==> src/rtl/glyph_raster_sequencer_pkg.sv <==
// glyph_raster_sequencer_pkg: shared glyph geometry, colour width, FSM encoding and the ROM credit rule.
package glyph_raster_sequencer_pkg;
    localparam int GLYPH_W = 8;
    localparam int GLYPH_H = 16;
    localparam int RGB_W = 16;
    typedef enum logic [1:0] {IDLE = 2'd0, ISSUE = 2'd1, DRAIN = 2'd2} state_t;
    // A pop in the current cycle frees a slot, which keeps 1 pixel/clk with a 2-entry buffer.
    function automatic logic has_credit(input int depth, input int occ, input logic inflight, input logic pop);
        return occ + int'(inflight) < depth + int'(pop);
    endfunction
endpackage

==> src/rtl/glyph_pixel_fifo.sv <==
// glyph_pixel_fifo: small DEPTH x W circular buffer of (pixel, last) entries with occupancy count.
module glyph_pixel_fifo #(
    parameter int DEPTH = 2,
    parameter int W = 2,
    localparam int CW = $clog2(DEPTH + 1)
) (
    input  logic          clk,
    input  logic          rst,
    input  logic          push,
    input  logic [W-1:0]  din,
    input  logic          pop,
    output logic [W-1:0]  dout,
    output logic [CW-1:0] count
);
    localparam int AW = (DEPTH > 2) ? 2 : 1;
    logic [W-1:0] mem [DEPTH];
    logic [AW-1:0] wp, rp;
    assign dout = mem[rp];
    always_ff @(posedge clk or posedge rst) begin
        if (rst) begin
            mem <= '{default: '0};
            wp <= '0;
            rp <= '0;
            count <= '0;
        end else begin
            if (push) mem[wp] <= din;
            if (push) wp <= (wp == AW'(DEPTH - 1)) ? '0 : wp + 1'b1;
            if (pop) rp <= (rp == AW'(DEPTH - 1)) ? '0 : rp + 1'b1;
            count <= count + CW'(push) - CW'(pop);
        end
    end
endmodule

==> src/rtl/glyph_raster_sequencer.sv <==
// glyph_raster_sequencer: walks an 8x16 glyph through the external char ROM and streams RGB565 pixels.
// Define GLYPH_SCALE2_EN to render each glyph at 16x32 (every column and row emitted twice).
module glyph_raster_sequencer
    import glyph_raster_sequencer_pkg::*;
#(
    parameter int CHAR_W = GLYPH_W,
    parameter int CHAR_H = GLYPH_H,
    parameter int FIFO_DEPTH = 2
) (
    input  logic             clk,
    input  logic             rst,
    input  logic             req_valid,
    output logic             req_ready,
    input  logic [6:0]       req_ascii,
    input  logic [RGB_W-1:0] req_fg,
    input  logic [RGB_W-1:0] req_bg,
    output logic [6:0]       rom_ascii,
    output logic [3:0]       rom_row,
    output logic [2:0]       rom_col,
    input  logic             rom_pixel,
    output logic             pix_valid,
    input  logic             pix_ready,
    output logic [RGB_W-1:0] pix_data,
    output logic             pix_last,
    output logic             busy
);
    localparam int CW = $clog2(FIFO_DEPTH + 1);
    state_t state;
    logic [6:0] ascii;
    logic [RGB_W-1:0] fg, bg;
    logic [3:0] row;
    logic [2:0] col;
    logic sx, sy, inflight, inflight_last, pop, issue, last_issue, at_col_end;
    logic [1:0] head;
    logic [CW-1:0] count;
    assign pop = pix_valid & pix_ready;
    assign issue = state == ISSUE && has_credit(FIFO_DEPTH, int'(count), inflight, pop);
    assign at_col_end = col == 3'(CHAR_W - 1);
    assign last_issue = issue && row == 4'(CHAR_H - 1) && at_col_end && sx && sy;
    assign rom_ascii = ascii;
    assign rom_row = row;
    assign rom_col = col;
    assign pix_valid = count != '0;
    assign pix_data = head[1] ? fg : bg;
    assign pix_last = pix_valid & head[0];
    assign req_ready = state == IDLE && !rst;
    assign busy = state != IDLE;
`ifdef GLYPH_SCALE2_EN
    // sx repeats each column, sy repeats each row pass; both sit ahead of col/row.
    always_ff @(posedge clk or posedge rst) begin
        if (rst) begin
            sx <= 1'b0;
            sy <= 1'b0;
        end else if (state == IDLE) begin
            sx <= 1'b0;
            sy <= 1'b0;
        end else if (issue && !last_issue) begin
            sx <= ~sx;
            if (sx && at_col_end) sy <= ~sy;
        end
    end
`else
    assign sx = 1'b1;
    assign sy = 1'b1;
`endif
    always_ff @(posedge clk or posedge rst) begin
        if (rst) begin
            state <= IDLE;
            ascii <= '0;
            fg <= '0;
            bg <= '0;
            row <= '0;
            col <= '0;
            inflight <= 1'b0;
            inflight_last <= 1'b0;
        end else begin
            inflight <= issue;
            inflight_last <= last_issue;
            case (state)
                IDLE: if (req_valid) begin
                    ascii <= req_ascii;
                    fg <= req_fg;
                    bg <= req_bg;
                    row <= '0;
                    col <= '0;
                    state <= ISSUE;
                end
                ISSUE: if (last_issue) state <= DRAIN;
                else if (issue) begin
                    if (sx) col <= at_col_end ? '0 : col + 1'b1;
                    if (sx && sy && at_col_end) row <= row + 1'b1;
                end
                DRAIN: if (pop && pix_last) state <= IDLE;
                default: state <= IDLE;
            endcase
        end
    end
    glyph_pixel_fifo #(.DEPTH(FIFO_DEPTH), .W(2)) u_fifo (
        .clk(clk),
        .rst(rst),
        .push(inflight),
        .din({rom_pixel, inflight_last}),
        .pop(pop),
        .dout(head),
        .count(count)
    );
endmodule

==> config.mk <==
export PLATFORM = sky130hd
export DESIGN_NAME = glyph_raster_sequencer
export DESIGN_NICKNAME = d
export VERILOG_FILES = /design/src/rtl/glyph_raster_sequencer_pkg.sv /design/src/rtl/glyph_pixel_fifo.sv /design/src/rtl/glyph_raster_sequencer.sv
export SDC_FILE = /design/constraint.sdc
export NUM_CORES = 1
export LEC_CHECK = 0
export BUFFER_PORTS_ARGS = -buffer_cell sky130_fd_sc_hd__buf_2
export CAP_MARGIN = 20
export CORE_MARGIN = 3
export CORE_UTILIZATION = 50
export CTS_BUF_LIST = sky130_fd_sc_hd__clkbuf_4 sky130_fd_sc_hd__clkbuf_8
export CTS_CLUSTER_DIAMETER = 40
export DETAILED_ROUTE_END_ITERATION = 8
export PLACE_DENSITY = 0.78
export SYNTH_ARGS = -nofsm -noshare
export SYNTH_HDL_FRONTEND = slang
export SYNTH_SLANG_ARGS = --single-unit
==> constraint.sdc <==
create_clock -name clk -period 5.3 [get_ports clk]
set_input_delay 0.53 -clock clk [delete_from_list [all_inputs] [get_ports clk]]
set_output_delay 0.53 -clock clk [all_outputs]
set_load 0.1 [all_outputs]
# == Yosys cells after proc, flatten, opt, wreduce, memory -nomap -nowiden ==
# Cells that the tools add are included.
# op_classes
n_addsub,8
mul,0
div_mod_pow,0
magnitude_cmp,4
eq_ne,10
shift,0
muxes,23
bitwise,4
reduce_logical,15
# op_table
operator,n
16-bit two-way mux,1
4-bit two-way mux,4
2-bit two-way mux,7
3-bit two-way mux,4
"2-bit inequality test, second input constant",6
4-bit case mux with 2 select lines,1
1-bit logical AND,6
2-bit case mux with 3 select lines,1
3-bit case mux with 2 select lines,1
2-bit nonzero test,3
5-bit AND reduction,1
"4-bit by 1-bit adder with 4-bit output, second input constant",1
4-bit bitwise mux,1
"4-bit == test, second input constant",1
"2-bit greater-or-equal comparator, second input constant",2
1-bit NOT with 2-bit output,2
4-bit AND reduction,1
2-bit by 1-bit adder with 3-bit output,1
"2-bit by 1-bit adder with 3-bit output, first input constant",1
"3-bit by 1-bit adder with 3-bit output, second input constant",1
"3-bit == test, second input constant",1
3-bit < comparator,1
3-bit AND reduction,1
"1-bit adder, second input constant",2
11 further kinds,13
# totals
ff_bits,58
latch_bits,0
ram_bits,0
rom_bits,0
input_bits,44
output_inout_bits,34
elab_cells,77
mem_count,0

# == Logic depth before layout (Yosys ltp) ==
# logic_depth
word_depth,9
depth_mapped,7

# == Modules after synthesis ==
# A second synthesis with hierarchy kept.
# unflattened
cells_unflattened,272
hier_area_um2,2635.0
# by_module_without_submodules
mod,instances,cells_per_inst,area_each_um2
glyph_raster_sequencer,1,247,2285.9
glyph_pixel_fifo,1,25,349.1

# == Worst setup path before layout ==
# No wires, ideal clock.
# synth_path
path_kind,reg2out
from,register state[1]
to,output port req_ready
arrival_time_ns,2.359
required_time_ns,4.770
path_slack_ns,2.411
path_stages_with_launch,4
path_buffers,0
cell_sequence,dfrtp_1 > nor2_1 > inv_1 > nor2_1
# synth_via
elab_chain_len,2
# synth_rtl
element,line_no,rtl
start: declaration,glyph_raster_sequencer.sv:28,state_t state;
start signal: assignment,glyph_raster_sequencer.sv:68,state <= IDLE;
start signal: assignment,glyph_raster_sequencer.sv:86,state <= ISSUE;
start signal: assignment,glyph_raster_sequencer.sv:88,ISSUE: if (last_issue) state <= DRAIN;
2-bit logical NOT,glyph_raster_sequencer.sv:46,assign req_ready = state == IDLE && !rst;
1-bit logical AND,glyph_raster_sequencer.sv:46,
end: declaration,glyph_raster_sequencer.sv:13,"output logic req_ready,"
# Every way passes these cells.

# == Worst setup path after layout ==
# layout_path
from,register u_fifo.rp
to,output port pix_data[4]
# layout_via
elab_chain_len,5
# layout_rtl
element,line_no,rtl
start: declaration,glyph_pixel_fifo.sv:17,"logic [AW-1:0] wp, rp;"
start signal: assignment,glyph_pixel_fifo.sv:28,if (pop) rp <= (rp == AW'(DEPTH - 1)) ? '0 : rp + 1'b1;
1-bit NOT with 2-bit output (implied by the code),glyph_pixel_fifo.sv:18,assign dout = mem[rp];
2-bit two-way mux (implied by the code) (3 in series),glyph_pixel_fifo.sv:18,
16-bit two-way mux,glyph_raster_sequencer.sv:44,assign pix_data = head[1] ? fg : bg;
end: declaration,glyph_raster_sequencer.sv:23,"output logic [RGB_W-1:0] pix_data,"
# Every way passes these cells. The select of a mux whose other input is x is not followed.

==> qor.yml <==
clock_tree:
  htree_levels: 3
  holdBufCountCts: 0
  clk_path_buf_depth: 2
  clk_transition_reported_paths_ns: 0.07
  cts_resized: 0
  cts.sinks: 58
  post_cts_buffers: 0
  clk_latency_ns: 0.34
  cts_buffers: 9
  clock-root-buffer: "clkbuf_8"
  cts_tree: "yes"
cells_and_area:
  antennaDiodeCount: 0
  final_layout_size_suffix_gt1_share_pct: 35.3
  synthToLayoutAreaGrowth_pct: 27.3
  fin_nets: 403
  filler_cell_count: 399
  multi_input_area_um2: 1100
  ff_latch_area_um2: 1450
synthesis:
  avgSynthCellArea_um2: 9.74
  async_flop_share_pct: 100
  synth_top_area_share_pct: 55.2
  ys_seq_elements: 58
  syn_inst: 270
  netlist_area_um2: 2630
  synth_ff_type: "dfrtp_1"
  ys_warn_count: 0
  synth_commonest_cells: "nand2_1, dfrtp_1, mux2_2"
  yosysSeqAreaShare_pct: 55.2
  ys_types: 29
  synth_top_cell_by_area: "dfrtp_1"
  ys_top_cells_by_area: "dfrtp_1, nand2_1, mux2_2, ha_1, mux2i_1"
  synth_edf_count: 0
  synth_fp_nets: 321
  yosysMostFrequentCell: "nand2_1"
sta:
  slew_headroom_pct: 53.3
  finalHoldViolations: 0
  period_needed_ns: 2.71
  tightest_slew_ns: 0.701
  setup_tns_ns: 0
  grt_setup_unrepaired: "false"
  fmax_mhz: 369
  finalMaxSlewViolations: 0
  finClkSkew_ns: 0.00643
  final-setup-viol-count: 0
  post-route-period-util_pct: 51.1
detailed_routing:
  wire_per_inst_um: 13.0
  met1_length_um: 2380
  drc_errors: 0
  dr_total_vias: 2043
  drtPass1Iterations: 4
  via_per_inst: 4.82
  drt-initial-drc-count: 122
  wl_um: 5500
  ant_nets: 0
  wl_met3_um: 240
  highest_layer: "met4"
  wl_met2_um: 2750
critical_path:
  crit_required_ns: 4.77
  crit_type: "reg2out"
  cp_data_arrival_time_ns: 2.18
  path_cells: "mux2i_2, buf_8, mux2_2, buf_2"
  worstPathMaxFanout: 11
  start_kind: "flop"
  cp_slowest_stage_delay_ns: 0.54
  slowest_stage: "mux2i_2"
  worst-path-buf-inv: 2
  end_kind: "primary output"
  crit_family: "multiplexers"
die:
  die_y_um: 78.5
  pin_count: 78
  dieArea_um2: 6170
  start_util_pct: 53.6
  design.core.area_um2: 4910
  die_w_um: 78.5
  std_cell_rows: 25
status:
  status: "complete, no violations"
place:
  port_buffers: 77
  hpwlAfterDp_um: 3800
  gp_congestion: 0.798
global_route:
  antenna_found_initial: 0
  grt_pass1_wl_um: 9000
  grt_pass1_vias: 2015
  grt_max_degree: 59
  grt_overflow: 0
  grtUsageTotal_pct: 19.0
hold_path:
  worst_hold_path_type: "in2reg"
flow_run:
  max_cap_viol_count: 0
## final timing paths
kind	start	end	slack (ns)	depth (start not counted)
min in group asynchronous	rst	rom_col[0]	0.40	3
min reg2reg	rom_ascii[1]	rom_ascii[1]	0.47	2
min	req_ascii[1]	rom_ascii[1]	0.37	3
max in group asynchronous	rst	fg[3]	4.42	3
max reg2reg	rom_col[0]	rom_col[1]	3.41	6
max	u_fifo.rp	pix_data[4]	2.59	4
## flip-flops by register name, indices dropped and copies added (netlist names)
signal	cells
rom_row	4
inflight_last	1
rom_col	3
inflight	1
u_fifo.wp	1
bg	16
u_fifo.mem	4
state	2
u_fifo.count	2
fg	16
rom_ascii	7
u_fifo.rp	1
## per-layer routing
layer  GRT usage, %  up-vias
met5              0        -
met1           20.9      968
li1               -     1024
met3           4.24        9
met2           33.4       42
met4           11.0        0
## tightest hold or removal path: stages
cell and delay (ns):
buf_2 0.07, nand2_1 0.04, nand2_1 0.04
## cell type report
cell class | count | share of cell area [%]
flip-flops and latches | 58 | 43.3
multi-input cells | 192 | 32.9
repair buffers | 81 | 12.6
clock buffers | 11 | 4.52
clock inverters | 5 | 2.99
well taps | 67 | 2.50
inverters | 10 | 1.12
## kinds of logic after synthesis
group | after synthesis | share of synthesized area (%)
DFF | 58 | 55.2
xor gates and xnor gates | 4 | 1.33
muxes | 27 | 11.2
AOI/OAI and AO/OA | 7 | 2.62
and+or+nand+nor | 147 | 23.2
adders and majority gates | 7 | 3.33
buffers and inverters | 20 | 3.09
## metrics by stage
step                      cells  hold WS, ns  setup slack (ns)  utilization (%)  cell area, µm²
after detailed placement    407        0.457              2.60             62.8            3080
after CTS                   423        0.364              2.22             67.9            3330
final                       424        0.373              2.59             68.2            3350
after global routing        424        0.374              2.54             68.2            3350
after global placement      407        0.454              2.67             62.8            3080
after floorplan             270        0.440              2.41                -            2630
## placed cells by master, fill, tap and decap left out, drive strengths merged
| cell type | instances |
|---|---|
| a21oi | 1 |
| a311oi | 1 |
| a31o | 1 |
| a31oi | 1 |
| and2 | 1 |
| and3 | 1 |
| buf | 81 |
| bufinv | 3 |
| clkbuf | 11 |
| clkinv | 2 |
| dfrtp | 58 |
| ha | 7 |
| inv | 10 |
| mux2 | 20 |
| mux2i | 7 |
| nand2 | 127 |
| nand2b | 2 |
| nand3 | 2 |
| nand4 | 2 |
| nor2 | 6 |
| nor3 | 3 |
| nor4 | 1 |
| nor4bb | 1 |
| o21a | 1 |
| o21ai | 1 |
| o21ba | 1 |
| or2 | 1 |
| xnor2 | 3 |
| xor2 | 1 |
Power is not shown: default switching activity piles up to over one toggle a cycle in this logic, so the estimate is an artifact.
